<file path="config.mk">
export PLATFORM = sky130hd
export DESIGN_NAME = mux8_arbiter
export DESIGN_NICKNAME = d
export VERILOG_FILES = /design/src/rtl/mux_arb_pkg.sv /design/src/rtl/rr_pick8.sv /design/src/rtl/mux8_arbiter.sv
export SDC_FILE = /design/constraint.sdc
export NUM_CORES = 1
export LEC_CHECK = 0
export CORE_MARGIN = 5
export CORE_UTILIZATION = 30
export DETAILED_ROUTE_END_ITERATION = 12
export DONT_BUFFER_PORTS = 1
export GPL_ROUTABILITY_DRIVEN = 1
export PLACE_DENSITY = 0.41
export REMOVE_ABC_BUFFERS = 1
export SKIP_CTS_REPAIR_TIMING = 1
export SYNTH_ARGS = -nofsm -noshare
export SYNTH_HDL_FRONTEND = slang
export SYNTH_SLANG_ARGS = --single-unit
</file>
<file path="constraint.sdc">
create_clock -name clock -period 2.7 [get_ports clock]
set_clock_uncertainty 0.05 [all_clocks]
set_input_delay 0.135 -clock clock [delete_from_list [all_inputs] [get_ports clock]]
set_output_delay 0.135 -clock clock [all_outputs]
set_load 0.05 [all_outputs]
</file>
<file path="src/rtl/mux_arb_pkg.sv">
// Shared types and constants for the 8-way round-robin mux arbiter.
package mux_arb_pkg;

  // Arbiter FSM states
  typedef enum logic {
    IDLE  = 1'b0,
    GRANT = 1'b1
  } state_t;

  localparam int NREQ             = 8;
  localparam int SEL_W            = 3;
  localparam int HOLD_MAX_DEFAULT = 4;

  // One-hot decode of a requester index into a grant vector
  function automatic logic [NREQ-1:0] onehot(input logic [SEL_W-1:0] idx);
    onehot = {{(NREQ-1){1'b0}}, 1'b1} << idx;
  endfunction

endpackage

</file>
<file path="src/rtl/rr_pick8.sv">
// Combinational round-robin picker: first asserted request searching
// ptr, ptr+1, ... ptr+7 with wrap modulo 8.
module rr_pick8
  import mux_arb_pkg::*;
(
  input  logic [NREQ-1:0]  req,
  input  logic [SEL_W-1:0] ptr,
  output logic [SEL_W-1:0] winner,
  output logic             any
);

  logic [SEL_W-1:0] idx_s;

  // Scan from the farthest candidate back to ptr so the nearest hit wins
  always_comb begin
    winner = ptr;
    idx_s  = ptr;
    for (int k = NREQ - 1; k >= 0; k--) begin
      idx_s = ptr + SEL_W'(k);
      if (req[idx_s]) begin
        winner = idx_s;
      end else begin
        winner = winner;
      end
    end
  end

  // Any request pending at all
  always_comb begin
    any = |req;
  end

endmodule

</file>
<file path="src/rtl/mux8_arbiter.sv">
// Round-robin controller driving the select pins of a shared 8:1 x 4-bit
// word mux. Holds a grant for at most HOLD_MAX accepted beats, then rotates.
module mux8_arbiter
  import mux_arb_pkg::*;
#(
  parameter int HOLD_MAX = HOLD_MAX_DEFAULT
) (
  input  logic            clock,
  input  logic            reset,
  input  logic [NREQ-1:0] req,
  input  logic            ready,
  output logic            s2,
  output logic            s1,
  output logic            s0,
  output logic [NREQ-1:0] gnt,
  output logic            valid,
  output logic            busy
);

  localparam logic [3:0] BEAT_LAST = 4'(HOLD_MAX - 1);

  state_t           state_r;
  logic [SEL_W-1:0] ptr_r;
  logic [SEL_W-1:0] sel_r;
  logic [3:0]       beat_cnt_r;
  logic [NREQ-1:0]  gnt_r;
  logic             busy_r;

  logic [SEL_W-1:0] winner_s;
  logic             any_s;
  logic             owner_req_s;

  rr_pick8 u_pick (
    .req    (req),
    .ptr    (ptr_r),
    .winner (winner_s),
    .any    (any_s)
  );

  // Live request of the current (or last) winner
  always_comb begin
    owner_req_s = req[sel_r];
  end

  // Word is valid only while granted and the owner still requests
  always_comb begin
    valid = busy_r & owner_req_s;
  end

  // Select pins come straight from the registered winner
  always_comb begin
    {s2, s1, s0} = sel_r;
    gnt          = gnt_r;
    busy         = busy_r;
  end

  // Arbiter FSM: arbitration, beat counting, release and priority rotation
  always_ff @(posedge clock) begin
    if (reset) begin
      state_r    <= IDLE;
      ptr_r      <= 3'd0;
      sel_r      <= 3'd0;
      beat_cnt_r <= 4'd0;
      gnt_r      <= 8'd0;
      busy_r     <= 1'b0;
    end else begin
      case (state_r)
        IDLE: begin
          if (any_s) begin
            state_r    <= GRANT;
            sel_r      <= winner_s;
            gnt_r      <= onehot(winner_s);
            beat_cnt_r <= 4'd0;
            busy_r     <= 1'b1;
          end else begin
            state_r    <= IDLE;
          end
        end
        GRANT: begin
          if (!owner_req_s) begin
            // Release wins over a simultaneous accept: no beat counted
            state_r <= IDLE;
            ptr_r   <= sel_r + 3'd1;
            gnt_r   <= 8'd0;
            busy_r  <= 1'b0;
          end else if (ready) begin
            if (beat_cnt_r == BEAT_LAST) begin
              state_r <= IDLE;
              ptr_r   <= sel_r + 3'd1;
              gnt_r   <= 8'd0;
              busy_r  <= 1'b0;
            end else begin
              beat_cnt_r <= beat_cnt_r + 4'd1;
            end
          end else begin
            // Stalled by downstream: hold everything
            state_r <= GRANT;
          end
        end
        default: begin
          state_r <= IDLE;
          gnt_r   <= 8'd0;
          busy_r  <= 1'b0;
        end
      endcase
    end
  end

endmodule

</file>
======== Word level (Yosys, flattened, before mapping) ========
Cells that the tools add are included.
word-level totals
  word-level logic and storage cells ...... 90
  register bits ........................... 20
  bits of input ports ..................... 11
  output and inout port bits .............. 13
cells by class
  add/subtract/negate cells ............... 9
  $lt $le $gt $ge ......................... 9
  eq/ne operators ......................... 9
  bitwise operators ....................... 2
  shift-type cells ........................ 1
  reduce and logical (&&, ||, !) cells .... 5
  muxes and demuxes ....................... 49
operator list
  kind                                                                   count
  3-bit by 4-bit < comparator with 1-bit output, second input constant   9
  3-bit 2-to-1 mux                                                       11
  8-bit 2-to-1 mux                                                       4
  1-bit binary-select mux with 3-bit select                              9
  1-bit 2-to-1 mux                                                       17
  4-bit 2-to-1 mux                                                       4
  8-bit one-hot mux with 2 select lines                                  1
  3-bit adder, second input constant                                     4
  2-bit != test, second input constant                                   4
  4-bit one-hot mux with 2 select lines                                  1
  8-bit OR reduction                                                     1
  1-bit by 3-bit left shift with 8-bit output, first input constant      1
  3-bit by 1-bit adder with 3-bit output, second input constant          2
  3-bit by 2-bit adder with 3-bit output, second input constant          2
  3-bit AND reduction                                                    2
  4-bit by 1-bit adder with 4-bit output, second input constant          1
  4-bit by 2-bit equality test with 1-bit output, second input constant  1
  2-bit by 1-bit != test with 1-bit output, second input constant        2
  1-bit one-hot mux with 2 select lines                                  2
  4-bit AND reduction                                                    1
  3-bit by 2-bit != test with 1-bit output, second input constant        1
  3-bit != test, second input constant                                   1
  2-bit AND reduction                                                    1
  1-bit AND                                                              1
  1-bit inverter                                                         1

======== Longest topological paths before layout ========
  word-level depth ........................ 14
  gate-level depth with buffers ........... 12

======== Modules after synthesis ========
Synthesis repeated with hierarchy kept, for this count alone.
second synthesis, totals
  cell total of the unflattened synthesis .. 231
  area, all modules ....................... 2082.0 µm²
modules (own cells, without submodules)
  module        cells each  area an instance (µm²)  seq. area each (µm²)  instances
  mux8_arbiter  137         1207.4                  400.4                 1
  rr_pick8      94          874.6                   0.0                   1

======== Worst setup path after synthesis ========
No wires, ideal clock.
  path kind ............................... register -> register
  start point ............................. reg ptr_r[1]
  end point ............................... reg gnt_r[2], in the netlist gnt[2]
  period minus slack after synthesis ...... 2900 ps
  data arrival time ....................... 2766 ps
  stages on the path, launching flop included .. 13
  buffers on the path ..................... 3
  path slack .............................. -200 ps
  cells stage by stage .................... dfxtp_1 > buf_2 > inv_1 > clkbuf_1 > ha_1 > buf_2 > mux2i_1 > mux2i_1 > o221ai_1 > o311ai_0 > a21oi_1 > or3b_4 > o31ai_2
between the ends
  longest elaborated chain between the ends .. 14
  elaborated cells between the ends (all ways) .. 34
ends and longest elaborated chain
  what                                             RTL line            text
  start, declared                                  mux8_arbiter.sv:23  logic [SEL_W-1:0] ptr_r;
  start signal, assigned                           mux8_arbiter.sv:83  ptr_r <= sel_r + 3'd1;
  start signal, assigned                           mux8_arbiter.sv:89  ptr_r <= sel_r + 3'd1;
  3-bit adder                                      rr_pick8.sv:19      idx_s = ptr + SEL_W'(k);
  1-bit binary-select mux with 3-bit select        rr_pick8.sv:20      if (req[idx_s]) begin
  1-bit 2-to-1 mux (not written as such)           rr_pick8.sv:20
  3-bit 2-to-1 mux (7 in series)                   rr_pick8.sv:20
  3-bit 2-to-1 mux (*)                             rr_pick8.sv:20
  1-bit by 3-bit left shift with 8-bit output (*)  mux_arb_pkg.sv:16   onehot = {{(NREQ-1){1'b0}}, 1'b1} << idx;
  8-bit 2-to-1 mux (*)                             mux8_arbiter.sv:69  if (any_s) begin
  8-bit one-hot mux with 2 select lines (*)        mux8_arbiter.sv:67  case (state_r)
  end signal, assigned                             mux8_arbiter.sv:72  gnt_r <= onehot(winner_s);
  end, declared                                    mux8_arbiter.sv:26  logic [NREQ-1:0] gnt_r;
Every way passes the cells marked *; elsewhere a longest branch is shown, timed or not. The select of a mux whose other input is x is not followed.
A chain may end at the register's enable or synchronous reset.

======== Worst setup path in the final report ========
  start point ............................. reg ptr_r[0]
  end point ............................... reg gnt_r[0], in the netlist gnt[0]
Same word-level chain as after synthesis.

==> flow_summary.toml <==
[yosys]
syn_area_um2 = 1829
synth.largest_area_cell = "dfxtp_1"
synth_top_area_share_pct = 21.89
synth.area.top_cells = "dfxtp_1, mux4_2, mux2i_1"
yosysSeqAreaShare_pct = 21.89
synthArstFlopShare_pct = 0
syn_avg_cell_area_um2 = 8.923
synth_cell_types = 58
synthCells = 205
ys_ff_latch = 20
synth_edf_count = 0
synth-main-ff-cell = "dfxtp_1"
ys.warnings.count = 0

[floorplanning]
coreArea_um2 = 5921
dieArea_um2 = 7759
ios = 24
die-width_um = 88.09
start_util_pct = 30.90
die_h_um = 88.09
rows = 28

[setup_path]
crit_type = "reg -> reg"
crit_slowest_cell = "mux4_2"
critPathMaxStageDelay_ns = 0.56
required_ns = 2.80
path_cells = "inv_2 -> ha_4 -> mux4_2 -> buf_4 -> o2111ai_2 -> o211ai_1 -> a22o_1 -> a21oi_4 -> buf_6 -> o31ai_1"
cp_max_fo = 4
path_buf_inv = 3
critPathTopFamily = "compound AO/OA/AOI/OAI gates"
worstPathArrival_ns = 2.71
startpoint_type = "register"
rrSetupSlack_ns = 0.09
endpoint_kind = "register"

[placed_design]
hpwl_um = 4098
port-buffer-count = 0
place_congestion = 0.8502
dp_slack_ns = -0.02693

[grt]
gr-usage-met1_pct = 19.59
grt_pass1_wl_um = 8894
met2_usage_pct = 23.15
grt_use_met3_pct = 4.610
grtUsageTotal_pct = 14.56
overflow = 0
first_global_vias = 1724
antenna_found_initial = 0
grt_start_max_net_pins = 18
top_usage_layer = "met2"

[clock_network]
cts_root_buf = "clkbuf_8"
htreeDepth = 1
cts.path.max_buffers = 2
cts_buffers = 3
cts.sinks = 20
clk_pin_slew_worst_paths_ns = 0.08
worstSkewPairLatency_ns = 0.26
cts_tree = "done"

[layout]
antenna_cells = 0
area_delta_synth_final_pct = 25.51
fill_cells = 565
nNetsFinal = 240
drive_gt1_share_pct = 37.95

[sta]
fin_tns_setup_ns = 0
hold_viol = 0
setup_violations = 0
drv_slew = 0
setup_slack_ns = 0.09167
slew_headroom_pct = 65.27
fmax_mhz = 383.4
worstMarginPinSlew_ns = 0.5203
post-route-min-period_ns = 2.608
fin_crit_sh_pct = 96.60

[route]
dr_total_vias = 1746
post_drt_wl_per_cell_um = 18.63
drtPass1Iterations = 4
vias_per_cell = 5.839
antenna_left = 0
route.detailed.drc = 0
finalWirelength_um = 5570
drt_iter0_drc = 127

[power]
powerDensity_nw_per_um2 = 910.7
worst_ir_drop_vdd_mv = 0.3875
p_total_uw = 2091
cellLeakagePower_uw = 0.0007752

[hold_path]
hold_path.class = "in -> reg"

[outcome]
status = "completed"

[job]
cap_violations = 0
==> through the flow <==
| step | hold WS [ns] | util, % | area (µm²) | std cells |
|---|---|---|---|---|
| 2_1_floorplan | 0.1496 | - | 1760 | 194 |
| 6_report | 0.07216 | 38.78 | 2296 | 299 |
| 3_3_place_gp | 0.1531 | 34.24 | 2027 | 292 |
| 5_1_grt | 0.07238 | 38.78 | 2296 | 299 |
| 3_5_place_dp | 0.1539 | 34.24 | 2027 | 292 |
| 4_1_cts | -0.1291 | 35.44 | 2098 | 296 |
==> cell usage after synthesis (all sizes together) (2+ instances only) <==
cell / instances
nand2: 21
buf: 7
a221oi: 5
nor2: 21
dfxtp: 20
a211oi: 4
o21ai: 13
nand2b: 3
a21oi: 11
mux4: 12
xor2: 2
mux2i: 11
and3: 2
inv: 7
ha: 4
o221ai: 3
nor3: 7
mux2: 7
xnor2: 3
o21a: 2
nand3: 5
nor4: 2
clkbuf: 4
a221o: 2
or3: 2
o31ai: 6
or4: 2
==> logic make-up (layout without fill, tap and decap cells) <==
kind of cell             Yosys count  after routing  synth area share (%)
multiplexers                      30             30                 25.72
adder cells (fa/ha/maj)            4              4                 2.736
AO/OA/AOI/OAI                     58             58                 23.46
AND/OR/NAND/NOR                   70             70                 18.19
flip-flops                        20             20                 21.89
buffers and inverters             18             37                 5.198
XOR/XNOR                           5              5                 2.805
==> final timing paths <==
kind / from / cells after the start / to
hold / removal: reset / 2 / beat_cnt_r[3]
setup / recovery: ptr_r[0] / 10 / gnt[0]
hold reg to reg: beat_cnt_r[3] / 2 / beat_cnt_r[3]
setup reg to reg: ptr_r[0] / 10 / gnt[0]
==> state kept, by name, indices dropped and copies added (netlist names) <==
register / count
ptr_r: 3
gnt: 8
busy: 1
sel_r: 3
state_r: 1
beat_cnt_r: 4
==> where the power goes <==
| part | internal (µW) | switching [µW] |
|---|---|---|
| sequential | 346 | 128 |
| combinational | 578 | 733 |
| clock | 198 | 108 |
| total | 1120 | 969 |
==> cell type report <==
cell class	instances	area [µm²]	area share [%]
multi-input cells	167	1484	64.63
flip-flops and latches	20	402.9	17.55
repair buffers	26	217.7	9.482
well taps	75	93.84	4.087
clock buffers	3	41.29	1.798
clock inverters	1	30.03	1.308
inverters	7	26.28	1.144
==> routing by layer <==
metal	part of all wire, %	wire (µm)
met3	5.9	331
met1	46	2572
met4	0.65	36
met2	47	2630
met5	0	0
==> layout by cell type (no fill, tap or decap), drive strengths merged, types with 6 or more instances in the layout <==
| cell | n |
|---|---|
| a21oi | 11 |
| buf | 25 |
| dfxtp | 20 |
| inv | 7 |
| mux2 | 7 |
| mux2i | 11 |
| mux4 | 12 |
| nand2 | 21 |
| nor2 | 21 |
| nor3 | 7 |
| o21ai | 13 |
| o31ai | 6 |
(Power assumes the default switching activity.)
